===== src/rtl/lcd_spi_rx.sv =====
// ============================================================================
// lcd_spi_rx : deserialises the 4-wire LCD SPI bus into {dc, byte} words
// Optional: define LCD_RX_FIFO_EN for a FIFO_DEPTH-entry output FIFO.
// Revision: 1.0
// ============================================================================
`default_nettype none

module lcd_spi_rx #(
  parameter int SYNC_STAGES = 2,
  parameter int BITS        = 8,
  parameter int FIFO_DEPTH  = 4
) (
  input  logic          clk,
  input  logic          rst_n,
  input  logic          lcd_cs_i,
  input  logic          lcd_dc_i,
  input  logic          lcd_scl_i,
  input  logic          lcd_sda_i,
  output logic [BITS:0] data_o,
  output logic          valid_o,
  input  logic          ready_i,
  output logic          busy_o,
  output logic          overrun_o,
  output logic          frame_err_o,
  input  logic          ovr_clr_i
);

  localparam int CW = $clog2(BITS + 1);
  localparam logic [CW-1:0] C_LAST = CW'(BITS - 1);

  typedef enum logic [1:0] {
    IDLE   = 2'd0,
    SHIFT  = 2'd1,
    COMMIT = 2'd2
  } state_t;

  logic [SYNC_STAGES-1:0] r_cs_sync, r_dc_sync, r_scl_sync, r_sda_sync;
  logic                   r_cs_hist, r_scl_hist;
  logic [SYNC_STAGES:0]   r_fill;

  always_ff @(posedge clk or negedge rst_n) begin
    if (!rst_n) begin
      r_cs_sync  <= '1;
      r_dc_sync  <= '0;
      r_scl_sync <= '0;
      r_sda_sync <= '0;
      r_cs_hist  <= 1'b1;
      r_scl_hist <= 1'b0;
      r_fill     <= '0;
    end else begin
      r_cs_sync  <= {r_cs_sync[SYNC_STAGES-2:0], lcd_cs_i};
      r_dc_sync  <= {r_dc_sync[SYNC_STAGES-2:0], lcd_dc_i};
      r_scl_sync <= {r_scl_sync[SYNC_STAGES-2:0], lcd_scl_i};
      r_sda_sync <= {r_sda_sync[SYNC_STAGES-2:0], lcd_sda_i};
      r_cs_hist  <= r_cs_sync[SYNC_STAGES-1];
      r_scl_hist <= r_scl_sync[SYNC_STAGES-1];
      r_fill     <= {r_fill[SYNC_STAGES-1:0], 1'b1};
    end
  end

  logic w_cs, w_dc, w_sda, w_scl_rise, w_cs_rise, w_cs_fall;
  assign w_cs       = r_cs_sync[SYNC_STAGES-1];
  assign w_dc       = r_dc_sync[SYNC_STAGES-1];
  assign w_sda      = r_sda_sync[SYNC_STAGES-1];
  assign w_scl_rise = r_scl_sync[SYNC_STAGES-1] & ~r_scl_hist;
  assign w_cs_rise  = w_cs & ~r_cs_hist;
  // A fall only counts once the history flop holds a real bus sample, so CS
  // held low across reset must go high and low again before a frame starts.
  assign w_cs_fall  = ~w_cs & r_cs_hist & r_fill[SYNC_STAGES];

  state_t          r_state;
  logic [BITS-1:0] r_shreg;
  logic [CW-1:0]   r_bit_cnt;
  logic            r_dc;
  logic            r_frame_err;

  always_ff @(posedge clk or negedge rst_n) begin
    if (!rst_n) begin
      r_state     <= IDLE;
      r_shreg     <= '0;
      r_bit_cnt   <= '0;
      r_dc        <= 1'b0;
      r_frame_err <= 1'b0;
    end else begin
      r_frame_err <= 1'b0;
      case (r_state)
        IDLE: begin
          if (w_cs_fall) begin
            r_state   <= SHIFT;
            r_bit_cnt <= '0;
            r_shreg   <= '0;
          end
        end
        SHIFT: begin
          if (w_cs_rise) begin
            r_frame_err <= (r_bit_cnt != '0);
            r_bit_cnt   <= '0;
            r_state     <= IDLE;
          end else if (w_scl_rise) begin
            r_shreg   <= {r_shreg[BITS-2:0], w_sda};
            r_bit_cnt <= r_bit_cnt + 1'b1;
            if (r_bit_cnt == C_LAST) begin
              r_dc    <= w_dc;
              r_state <= COMMIT;
            end
          end
        end
        COMMIT: begin
          r_bit_cnt <= '0;
          r_state   <= w_cs ? IDLE : SHIFT;
        end
        default: r_state <= IDLE;
      endcase
    end
  end

  logic          w_commit, w_drop;
  logic [BITS:0] w_word;
  assign w_commit    = (r_state == COMMIT);
  assign w_word      = {r_dc, r_shreg};
  assign busy_o      = (r_state != IDLE);
  assign frame_err_o = r_frame_err;

`ifdef LCD_RX_FIFO_EN
  localparam int AW = $clog2(FIFO_DEPTH);

  logic [BITS:0] r_mem [FIFO_DEPTH];
  logic [AW:0]   r_wr_ptr, r_rd_ptr;
  logic          w_empty, w_full, w_pop, w_push;

  assign w_empty = (r_wr_ptr == r_rd_ptr);
  assign w_full  = (r_wr_ptr[AW] != r_rd_ptr[AW]) &&
                   (r_wr_ptr[AW-1:0] == r_rd_ptr[AW-1:0]);
  assign w_pop   = ~w_empty & ready_i;
  assign w_push  = w_commit & (~w_full | w_pop);
  assign w_drop  = w_commit & w_full & ~w_pop;

  always_ff @(posedge clk or negedge rst_n) begin
    if (!rst_n) begin
      r_wr_ptr <= '0;
      r_rd_ptr <= '0;
      for (int i = 0; i < FIFO_DEPTH; i++) r_mem[i] <= '0;
    end else begin
      if (w_push) begin
        r_mem[r_wr_ptr[AW-1:0]] <= w_word;
        r_wr_ptr                <= r_wr_ptr + 1'b1;
      end
      if (w_pop) r_rd_ptr <= r_rd_ptr + 1'b1;
    end
  end

  assign data_o  = r_mem[r_rd_ptr[AW-1:0]];
  assign valid_o = ~w_empty;
`else
  logic [BITS:0] r_data;
  logic          r_valid, w_pop;

  assign w_pop  = r_valid & ready_i;
  assign w_drop = w_commit & r_valid & ~w_pop;

  always_ff @(posedge clk or negedge rst_n) begin
    if (!rst_n) begin
      r_data  <= '0;
      r_valid <= 1'b0;
    end else if (w_commit && (!r_valid || w_pop)) begin
      r_data  <= w_word;
      r_valid <= 1'b1;
    end else if (w_pop) begin
      r_valid <= 1'b0;
    end
  end

  assign data_o  = r_data;
  assign valid_o = r_valid;
`endif

  logic r_overrun;

  always_ff @(posedge clk or negedge rst_n) begin
    if (!rst_n)         r_overrun <= 1'b0;
    else if (w_drop)    r_overrun <= 1'b1;
    else if (ovr_clr_i) r_overrun <= 1'b0;
  end

  assign overrun_o = r_overrun;

endmodule

`default_nettype wire

===== config.mk =====
export PLATFORM = sky130hd
export DESIGN_NAME = lcd_spi_rx
export DESIGN_NICKNAME = d
export VERILOG_FILES = /design/src/rtl/lcd_spi_rx.sv
export SDC_FILE = /design/constraint.sdc
export NUM_CORES = 1
export LEC_CHECK = 0
export CORE_AREA = 4 4 56 63
export CTS_CLUSTER_DIAMETER = 50
export DETAILED_ROUTE_END_ITERATION = 10
export DIE_AREA = 0 0 60 67
export GPL_ROUTABILITY_DRIVEN = 0
export PLACE_DENSITY = 0.75
export SYNTH_ARGS = -nofsm -noshare
export SYNTH_HDL_FRONTEND = slang
export SYNTH_SLANG_ARGS = --single-unit

===== constraint.sdc =====
create_clock -name clk -period 4.1 [get_ports clk]
set_input_delay 0.41 -clock clk [delete_from_list [all_inputs] [get_ports clk]]
set_output_delay 0.41 -clock clk [all_outputs]
set_load 0.01 [all_outputs]

## Word-level counts from Yosys, hierarchy flattened

Cells that the tools add are included.

- Bits in registers: 40
- Word-level logic and storage cells: 70
- Output and inout port bits: 13

- Multiplexer cells: 20
- Reduce and logical (&&, ||, !) cells: 14
- Equality and inequality tests: 8
- Bitwise operators: 12
- Add/subtract/negate cells: 1

Operators with widths:

| operator | count |
|---|---|
| $mux W8 | 3 |
| $pmux W8 S2 | 1 |
| $mux W4 | 3 |
| $pmux W4 S3 | 1 |
| $mux W2 | 4 |
| $reduce_and A4 Y1 | 2 |
| $reduce_bool A2 Y1 | 4 |
| $and A1 B1 Y1 | 7 |
| $mux W1 | 7 |
| $ne A2 B2 Y1 const B | 3 |
| $ne A3 B3 Y1 const B | 2 |
| $pmux W2 S3 | 1 |
| $reduce_and A3 Y1 | 2 |
| $not A1 Y1 | 5 |
| $add A4 B1 Y4 const B | 1 |
| $eq A4 B3 Y1 const B | 1 |
| $reduce_bool A4 Y1 | 1 |
| $reduce_bool A3 Y1 | 1 |
| $eq A2 B1 Y1 const B | 1 |
| $eq A2 B2 Y1 const B | 1 |
| $logic_not A2 Y1 | 1 |
| $logic_and A1 B1 Y1 | 1 |
| $logic_not A1 Y1 | 1 |
| $logic_or A1 B1 Y1 | 1 |

## Logic depth before layout (Yosys ltp)

Gate-level depths: netlist (run 1).

- Depth after elaboration: 5
- Mapped depth: 4
- Mapped depth without buffers: 4

## Worst setup path after synthesis (run 1)

OpenSTA, ideal clock, no wires.

- Path type: register to register
- Start: reg r_cs_sync[1]
- End: reg r_shreg[0]
- Period minus slack after synthesis: 1.300 ns
- Library setup time: 0.134 ns
- Arrival: 1.166 ns
- Required time: 3.966 ns
- Path slack: 2.800 ns
- Cell stages (with the launch flop): 5
- Buffers on the path: 0
- Path through: dfstp_2 -> nor2b_2 -> nand3b_2 -> o21ai_4 -> mux2i_1

- Cells in the longest elaborated chain, start to end: 5
- Elaborated cells between the ends (all ways): 7

RTL lines:

| what | line | source |
|---|---|---|
| start: declaration | 37 | `logic [SYNC_STAGES-1:0] r_cs_sync, r_dc_sync, r_scl_sync, r_sda_sync;` |
| start signal: assignment | 51 | `r_cs_sync <= {r_cs_sync[SYNC_STAGES-2:0], lcd_cs_i};` |
| $not A1 Y1 | 69 | `assign w_cs_fall = ~w_cs & r_cs_hist & r_fill[SYNC_STAGES];` |
| $and A1 B1 Y1 (2 in series) | 69 |  |
| $ne A2 B2 Y1 (no line) | n/a |  |
| $reduce_and A4 Y1 (no line) (*) | n/a |  |
| end signal: assignment | 100 | `r_shreg <= {r_shreg[BITS-2:0], w_sda};` |
| end: declaration | 72 | `logic [BITS-1:0] r_shreg;` |

Mark *: on every way between the ends. The rest lies on a longest branch, timed or not.
A chain may end at the register's enable or synchronous reset.

## Worst setup path after layout (run 1)

- Start: reg r_state[1]
- End: out busy_o

- Cells in the longest elaborated chain, start to end: 1

RTL lines:

| what | line | source |
|---|---|---|
| start: declaration | 71 | `state_t r_state;` |
| start signal: assignment | 110 | `r_state <= w_cs ? IDLE : SHIFT;` |
| $reduce_bool A2 Y1 | 121 | `assign busy_o = (r_state != IDLE);` |
| end: declaration | 22 | `output logic busy_o,` |

Every way passes these cells.

==> flow_summary_export.csv, run 1 <==
group,metric,value,unit
run_status,run_status,"complete, no violations",
clocking,ctsHoldBuffers,0,
sta,min_period,1.97,ns
worst_setup_path,slowest_delay,0.48,ns
worst_setup_path,reg2regPathDepth,4,
synth,synth_nets,130,
sta,setup_violations,0,
finish,diodes,0,
clocking,clk_pin_slew,0.11,ns
clocking,cts-root-buf,"clkbuf_4",
global_route,antenna_found_initial,0,
synth,syn_avg_cell_area,13.1,um2
sta,max_slew_margin,43.7,%
synth,ys_ff_latch,40,
synth,yosysUniqueCellTypes,34,
sta,clock_skew,0.00256,ns
floorplanning,coreArea,0.00294,mm2
global_route,gr-total-overflow,0,
synth,yosysTopAreaCell,"dfrtp_1",
clocking,cts_tree,"done",
power,vdd_drop_max,314,uV
worst_setup_path,crit_type,"reg2out",
clocking,clkSinkCount,40,
finish,syn2layout_area_growth,19.7,%
floorplanning,die-area,0.00402,mm2
power,leakagePower,0.851,nW
floorplanning,initial_core_util,53.3,%
synth,synth_top_cell_area_share,59.1,%
finish,final_cell_area,0.00188,mm2
finish,nNetsFinal,156,
sta,setup-tns-final,0,ns
clocking,clock_path_buffers,2,
route,vias,945,
route,avgViaCountPerCell,5.22,
floorplanning,die_w,60,um
route,antenna_left,0,
power,p_comb_share,12.5,%
power,p_sw_share,24.5,%
sta,tightest_slew,0.845,ns
synth,synthTopCellsByArea,"dfrtp_1 (59%), mux2_2 (6.5%), mux2i_1 (6.4%)",
route,drc,0,
clocking,numCtsBuffers,5,
power,power.internal,0.593,mW
global_route,grt_pass1_vias,961,
worst_setup_path,slowest_stage,"clkdlybuf4s50_1",
worst_setup_path,path_cells,"or2_4, clkdlybuf4s50_1",
global_route,grt_pass1_wl,4.26,mm
floorplanning,num_rows,21,
worst_setup_path,critPathArrivalTime,1.56,ns
job,drv_cap,0,
finish,regArea,0.00100,mm2
synth,synth_cells,120,
power,p_seq_share,56.3,%
sta,timing.hold.ws,0.165,ns
finish,layout-drive-gt1-share,19.7,%
power,net-switching-power,0.193,mW
clocking,h-tree-depth,2,
route,wl_per_cell,13.2,um
worst_setup_path,worstPathRequired,3.69,ns
floorplanning,pin_count,21,
finish,fin_util,63.8,%
floorplanning,fp.dieH,67,um
place,placed_cell_area,0.00180,mm2
power,power_density,419,mW/mm2
route,first_iter_violations,18,
power,p_clk_share,31.2,%
synth,yosysWarnings,0,
place,post-dp-hpwl,1.75,mm
sta,finalCritPeriodShare,47.9,%
clocking,cts_setup_buffers,0,
sta,fmax,509,MHz
sta,rsz0062_at_grt,"no",
finish,fillers,229,
synth,seq_area_frac_synth,64.1,%
clocking,insertion_delay,0.34,ns
global_route,grt_usage,14.9,%
worst_hold_path,hp-class,"in2async",
global_route,grt_start_max_net_pins,41,
finish,multi_input_area,505,um2
clocking,cts.repair.resized,0,
sta,finalHoldViolCount,0,
route,drt-total-wl,2.39,mm
synth,syn-cell-area,0.00157,mm2
sta,slew_violations,0,
place,port-buffer-count,20,
worst_setup_path,start_kind,"flop",
worst_setup_path,cp_max_fo,6,
worst_setup_path,end_kind,"primary output",
route,first_pass_iters,3,
[Yosys cell counts]
library cell / number
a21boi_0: 1
a21oi_1: 2
a22oi_1: 1
a31oi_1: 1
and2b_4: 1
buf_2: 1
conb_1: 1
dfrtp_1: 37
dfstp_2: 3
ha_1: 2
inv_1: 14
mux2_1: 1
mux2_2: 9
mux2i_1: 10
nand2_1: 14
nand2b_1: 1
nand2b_2: 1
nand3_1: 1
nand3_2: 1
nand3b_2: 1
nand4_1: 1
nand4b_1: 1
nor2_1: 2
nor2b_1: 1
nor2b_2: 2
nor3_2: 1
o211ai_1: 1
o21ai_0: 1
o21ai_1: 1
o21ai_4: 1
o21ba_1: 1
o22ai_1: 2
or2_4: 1
or4_1: 1
[cell usage in the layout, fill, tap and decap left out, drive strengths merged]
master	netlist	routed
mux2i	10	10
or4	1	1
conb	1	1
clkinv	0	1
dfstp	3	3
clkbuf	0	6
nand4	1	1
nand3	2	2
dfrtp	37	37
clkdlybuf4s50	0	19
o21ai	3	3
a21oi	2	2
o21ba	1	1
inv	14	14
o22ai	2	2
nor2b	3	3
a21boi	1	1
nand4b	1	1
nand2b	2	2
mux2	10	10
nor3	1	1
ha	2	2
nand3b	1	1
nor2	2	2
nand2	14	14
buf	1	1
a22oi	1	1
bufinv	0	1
o211ai	1	1
and2b	1	1
or2	1	1
a31oi	1	1
[registers in the layout, summed over array words and instances (netlist names)]
signal and count:
r_cs_sync 2, r_shreg 8, data_o 9, frame_err_o 1, r_cs_hist 1, r_state 2, overrun_o 1, r_dc 1
r_fill 3, r_bit_cnt 4, valid_o 1, r_scl_sync 2, r_scl_hist 1, r_dc_sync 2, r_sda_sync 2
[cell families (layout without fill, tap and decap cells)]
group / Yosys count / in the layout / synth area share, %
DFF: 40 / 40 / 64.1
and+or+nand+nor: 30 / 30 / 11.3
muxes: 20 / 20 / 13.6
buffers and inverters: 15 / 42 / 3.67
AOI/OAI and AO/OA: 12 / 12 / 5.59
adders and majority gates: 2 / 2 / 1.60
other: 1 / 1 / 0.239
[critical path, delay by kind of cell (launching register included)]
kind                   cells  cell delay (ns)
AND/OR/NAND/NOR            1             0.29
buffers and inverters      1             0.48
flip-flops                 1             0.45
[path summary, 6_finish.rpt]
| kind | to | start | slack [ns] |
|---|---|---|---|
| min | r_bit_cnt[3] | rst_n | 0.17 |
| min in group clk | r_scl_sync[1] | r_scl_sync[0] | 0.36 |
| max | busy_o | r_state[1] | 2.13 |
| max reg2reg | r_shreg[6] | r_state[1] | 2.61 |
| max in group asynchronous | r_shreg[6] | rst_n | 3.41 |
| min reg2reg | r_scl_sync[1] | r_scl_sync[0] | 0.36 |
[metrics by stage]
stage	power, mW	setup WS [ns]	std cells
after floorplan	0.513	2.80	120
after global placement	0.544	2.41	173
after detailed placement	0.550	2.36	173
after CTS	0.800	2.11	181
after global routing	0.837	2.05	181
final	0.786	2.13	181
[routing by layer]
metal	GRT usage (%)	share of wire, %	vias up
met3	7.17	6.2	6
met5	0	0	-
met4	4.99	1.7	0
met2	23.8	49	20
li1	-	-	446
met1	17.2	43	473
[area by class of cell]
| cell class | count | area share [%] |
|---|---|---|
| Inverter | 14 | 2.80 |
| Sequential cell | 40 | 53.5 |
| Clock buffer | 6 | 2.20 |
| Clock inverter | 2 | 1.87 |
| Tap cell | 34 | 2.27 |
| Multi-Input combinational cell | 65 | 26.9 |
| Timing Repair Buffer | 20 | 10.4 |
[power groups by stage]
stage	clock network (mW)	registers [mW]	logic (mW)
after floorplan	0	0.446	0.0676
after global placement	0	0.448	0.0954
after detailed placement	0	0.451	0.0996
after CTS	0.257	0.443	0.100
after global routing	0.280	0.448	0.110
final	0.245	0.443	0.0981
Power figures use the tool's default switching activity.
==> run 2, diff against run 1 <==
==> config.mk (replaced) <==
export PLATFORM = sky130hd
export DESIGN_NAME = lcd_spi_rx
export DESIGN_NICKNAME = d
export VERILOG_FILES = /design/src/rtl/lcd_spi_rx.sv
export SDC_FILE = /design/constraint.sdc
export NUM_CORES = 1
export LEC_CHECK = 0
export CORE_AREA = 4 4 57 65
export CTS_CLUSTER_DIAMETER = 50
export DETAILED_ROUTE_END_ITERATION = 10
export DIE_AREA = 0 0 61 69
export GPL_ROUTABILITY_DRIVEN = 0
export PLACE_DENSITY = 0.72
export SYNTH_ARGS = -nofsm -noshare
export SYNTH_HDL_FRONTEND = slang
export SYNTH_SLANG_ARGS = --single-unit
==> constraint.sdc (replaced) <==
create_clock -name clk -period 1.84 [get_ports clk]
set_input_delay 0.184 -clock clk [delete_from_list [all_inputs] [get_ports clk]]
set_output_delay 0.184 -clock clk [all_outputs]
set_load 0.01 [all_outputs]
==> run 2 against run 1 <==
Against the previous run: combinational power is 120% higher; sequential power is 120% higher; largest cell class unchanged; power is 110% higher; clock power is 83% higher; final cell count is 1.1% higher; flip-flop and latch count stayed put; non-clock buffer count is 2 higher; die area is 4.7% higher; first-iteration DRC count is 28% lower; critical endpoint unchanged; design area stayed put; highest routed layer unchanged; clock skew is 0.0072 ns higher.
==> flow_summary_export.csv, run 2 (synthesis gave the netlist of run 1 again) <==
group,metric,value,unit
run_status,run_status,"complete, no violations",
floorplanning,die_w,61,um
floorplanning,coreArea,0.00300,mm2
worst_setup_path,worstPathRequired,1.66,ns
worst_setup_path,rr_startpoint,"r_state[1]",
sta,clock_skew,0.00971,ns
power,power_density,883,mW/mm2
route,antenna_left,0,
worst_setup_path,start_kind,"flop",
finish,layout_common_cells,"dfrtp_1 (37), clkdlybuf4s50_1 (19), inv_1 (14), nand2_1 (14), mux2i_1 (10)",
sta,rsz0062_at_grt,"no",
worst_setup_path,crit_type,"reg2out",
clocking,cts_setup_buffers,0,
worst_hold_path,hold_start,"lcd_cs_i",
global_route,grt_pass1_vias,942,
finish,largest_reg_flops,9,
sta,setup-tns-final,0,ns
route,first_pass_iters,4,
finish,multi_input_area,505,um2
global_route,grt_pass1_wl,4.27,mm
place,port-buffer-count,20,
floorplanning,pin_count,21,
clocking,clk_pin_slew,0.11,ns
worst_setup_path,reg2reg_slack,0.35,ns
clocking,ctsHoldBuffers,1,
global_route,antenna_found_initial,0,
global_route,grt_usage,13.5,%
clocking,cts_tree,"done",
finish,nNetsFinal,158,
floorplanning,fp.dieH,69,um
route,drc,0,
finish,fillers,247,
floorplanning,initial_core_util,52.3,%
floorplanning,num_rows,21,
clocking,cts-root-buf,"clkbuf_4",
clocking,clkSinkCount,40,
power,leakagePower,0.850,nW
worst_setup_path,reg2regPathDepth,4,
finish,final_cell_area,0.00188,mm2
clocking,insertion_delay,0.34,ns
job,drv_cap,0,
place,post-dp-hpwl,1.67,mm
worst_hold_path,hp-class,"in2reg",
worst_setup_path,r2r_end,"r_shreg[0]",
place,dp.cells,174,
sta,setup_violations,0,
finish,regArea,0.00100,mm2
sta,fmax,577,MHz
route,avgViaCountPerCell,5.05,
sta,slew_violations,0,
finish,final_common_cell,"dfrtp_1",
place,placed_cell_area,0.00181,mm2
worst_setup_path,critPathArrivalTime,1.55,ns
worst_setup_path,cp_max_fo,6,
global_route,gr-total-overflow,0,
floorplanning,die-area,0.00421,mm2
global_route,grt_start_max_net_pins,41,
sta,finalHoldViolCount,0,
clocking,cts.repair.resized,0,
worst_hold_path,hold_end,"r_cs_sync[0]",
clocking,numCtsBuffers,5,
clocking,clock_path_buffers,2,
finish,syn2layout_area_growth,19.7,%
route,wl_per_cell,13.3,um
route,vias,924,
clocking,h-tree-depth,2,
worst_hold_path,hold_depth,1,
route,drt-total-wl,2.43,mm
finish,layout-drive-gt1-share,19.5,%
finish,fin_cells,183,
route,first_iter_violations,13,
sta,min_period,1.73,ns
sta,finalCritPeriodShare,94.2,%
worst_setup_path,end_kind,"primary output",
finish,diodes,0,
power,vdd_drop_max,626,uV
## run 2: metrics by stage
step / util, % / hold slack [ns] / total power [mW] / setup WS [ns]
floorplan: - / -0.112 / 1.14 / 0.540
global placement: 60.4 / 0.256 / 1.21 / 0.354
detailed placement: 60.4 / 0.263 / 1.23 / 0.302
CTS: 62.7 / 0.249 / 1.69 / 0.0791
global route: 62.7 / 0.249 / 1.75 / 0.0535
finish: 62.7 / 0.261 / 1.66 / 0.106
## run 2: report_power, final
group / switching [mW] / internal [mW]
clock: 0.261 / 0.189
combinational: 0.119 / 0.0992
sequential: 0.0487 / 0.941
total: 0.429 / 1.23
## run 2: worst max-delay path: stages (launching register included)
cell and delay [ns]:
dfrtp_1 0.45, or2_4 0.29, clkdlybuf4s50_1 0.48
## run 2: worst max-delay path by stage
stage                            start         end  slack [ns]  cells after the start
final                       r_state[1]      busy_o        0.11                      2
after global routing        r_state[1]      busy_o        0.05                      2
after CTS                   r_state[1]      busy_o        0.08                      2
after detailed placement       ready_i   data_o[7]        0.30                      4
after global placement         ready_i   data_o[7]        0.35                      4
after floorplan           r_cs_sync[1]  r_shreg[0]        0.54                      4
## run 2: area by class of cell
class | count | area share, %
Multi-Input combinational cell | 65 | 26.9
Clock buffer | 8 | 3.13
Sequential cell | 40 | 53.5
Inverter | 14 | 2.80
Tap cell | 34 | 2.27
Timing Repair Buffer | 22 | 11.3
## run 2: metal layers
layer	vias to the layer above	part of all wire (%)	track usage, %
met5	-	0	0
met4	0	2.1	5.78
met3	7	6.5	5.60
met2	23	45	19.3
met1	442	46	17.8
li1	452	-	-
==> run 3, diff against run 2 <==
--- a/config.mk
+++ b/config.mk
@@ -11,6 +11,7 @@
 export DIE_AREA = 0 0 61 69
 export GPL_ROUTABILITY_DRIVEN = 0
 export PLACE_DENSITY = 0.72
+export SETUP_SLACK_MARGIN = 0.15
 export SYNTH_ARGS = -nofsm -noshare
 export SYNTH_HDL_FRONTEND = slang
 export SYNTH_SLANG_ARGS = --single-unit
==> run 3 against run 2 <==
Against the previous run: flip-flop and latch count unchanged; first-iteration DRC count grew 7.7%; sequential share of layout area down 0.39 points; worst setup slack better by 0.15 ns; count of clock-buffer cells in the layout is the same; register-to-register slack worse by 0.09 ns; via count up 1.6%; critical endpoint is now r_shreg[0].
==> flow_summary_export.csv, run 3 (synthesis gave the netlist of run 1 again) <==
group,metric,value,unit
worst_setup_path,crit_type,"reg2reg",
global_route,grt_pass1_wl,4.37,mm
route,drc,0,
clocking,cts_tree,"done",
worst_setup_path,start_kind,"flop",
finish,multi_input_area,505,um2
global_route,grt_pass1_vias,959,
clocking,clock_path_buffers,2,
finish,fillers,247,
worst_setup_path,worstPathRequired,2.10,ns
route,avgViaCountPerCell,5.08,
finish,layout-drive-gt1-share,20.5,%
worst_setup_path,slowest_delay,0.41,ns
sta,slew_violations,0,
finish,fin_cells,185,
sta,min_period,1.58,ns
power,power_density,878,mW/mm2
route,first_pass_iters,4,
floorplanning,num_rows,21,
clocking,insertion_delay,0.34,ns
sta,fmax,633,MHz
worst_setup_path,path_buf_inv,1,
job,drv_cap,0,
worst_hold_path,hp-class,"in2reg",
sta,fin_ws,0.260,ns
worst_setup_path,end_kind,"flop",
floorplanning,initial_core_util,52.3,%
worst_setup_path,critPathArrivalTime,1.84,ns
floorplanning,fp.dieH,69,um
place,post-dp-hpwl,1.67,mm
global_route,antenna_found_initial,0,
global_route,gr-total-overflow,0,
route,drt-total-wl,2.46,mm
finish,largest_reg_flops,9,
place,port-buffer-count,20,
power,p_total,1.66,mW
run_status,run_status,"complete, no violations",
finish,diodes,0,
floorplanning,pin_count,21,
floorplanning,die_w,61,um
place,pre_cts_slack,0.302,ns
route,antenna_left,0,
finish,nNetsFinal,160,
sta,finalCritPeriodShare,85.9,%
route,vias,939,
power,vdd_drop_max,625,uV
worst_setup_path,slowest_stage,"dfrtp_1",
worst_setup_path,path_cells,"buf_4, and2b_4, nand3b_2, o21ai_4, mux2i_1",
sta,clock_skew,0.00991,ns
power,leakagePower,0.862,nW
sta,setup_violations,0,
floorplanning,coreArea,0.00300,mm2
clocking,numCtsBuffers,5,
finish,syn2layout_area_growth,20.6,%
sta,setup-tns-final,0,ns
clocking,clkSinkCount,40,
finish,final_common_cell,"dfrtp_1",
finish,layout_common_cells,"dfrtp_1 (37), clkdlybuf4s50_1 (18), inv_1 (14), nand2_1 (14), mux2i_1 (10)",
floorplanning,die-area,0.00421,mm2
worst_setup_path,cp_max_fo,13,
place,dp.cells,174,
route,first_iter_violations,14,
clocking,h-tree-depth,2,
clocking,cts-root-buf,"clkbuf_4",
clocking,clk_pin_slew,0.11,ns
global_route,grt_start_max_net_pins,41,
worst_setup_path,critPathTopFamily,"simple AND/OR/NAND/NOR gates",
route,wl_per_cell,13.3,um
sta,rsz0062_at_grt,"no",
sta,finalHoldViolCount,0,
global_route,grt_usage,13.8,%
finish,regArea,0.00100,mm2
-- run 3: power by group --
group / total (mW) / internal (mW) / switching (mW)
Sequential: 0.985 / 0.941 / 0.0443
Clock: 0.449 / 0.189 / 0.260
Combinational: 0.227 / 0.102 / 0.125
-- run 3: area by class of cell --
class,count,area share (%)
inverters,14,2.78
repair buffers,24,12.0
well taps,34,2.25
multi-input cells,65,26.7
clock buffers,8,3.11
flip-flops and latches,40,53.1
-- run 3: timing repair --
item / CTS / global route
endpoints found under the setup margin: 1 / 0
hold buffers: 1 / 0
endpoints found under the hold margin: 37 / 0
gates resized for setup: 1 / 0
buffers inserted: 2 / 0
-- run 3: routing by layer --
metal | track usage (%) | share of wire (%) | up-vias
met1 | 18.3 | 46 | 451
li1 | - | - | 456
met3 | 5.60 | 6.1 | 7
met4 | 5.78 | 2.1 | 0
met2 | 19.7 | 46 | 25
met5 | 0 | 0 | -
-- run 3: path summary, 6_finish.rpt --
check                              start       endpoint  slack, ns  cells after the start
max                           r_state[1]     r_shreg[0]       0.26                      5
min                             lcd_cs_i   r_cs_sync[0]       0.26                      1
max reg2reg                   r_state[1]     r_shreg[0]       0.26                      5
min reg2reg                r_scl_sync[0]  r_scl_sync[1]       0.36                      0
max in group asynchronous          rst_n   r_cs_sync[0]       1.08                      3
min in group asynchronous          rst_n    frame_err_o       0.41                      3
-- run 3: through the flow --
| stage | hold slack (ns) | utilization (%) | instance area, um2 |
|---|---|---|---|
| 2_1_floorplan | -0.112 | - | 1570 |
| 3_3_place_gp | 0.256 | 60.4 | 1810 |
| 3_5_place_dp | 0.263 | 60.4 | 1810 |
| 4_1_cts | 0.249 | 63.1 | 1890 |
| 5_1_grt | 0.249 | 63.1 | 1890 |
| 6_report | 0.261 | 63.1 | 1890 |
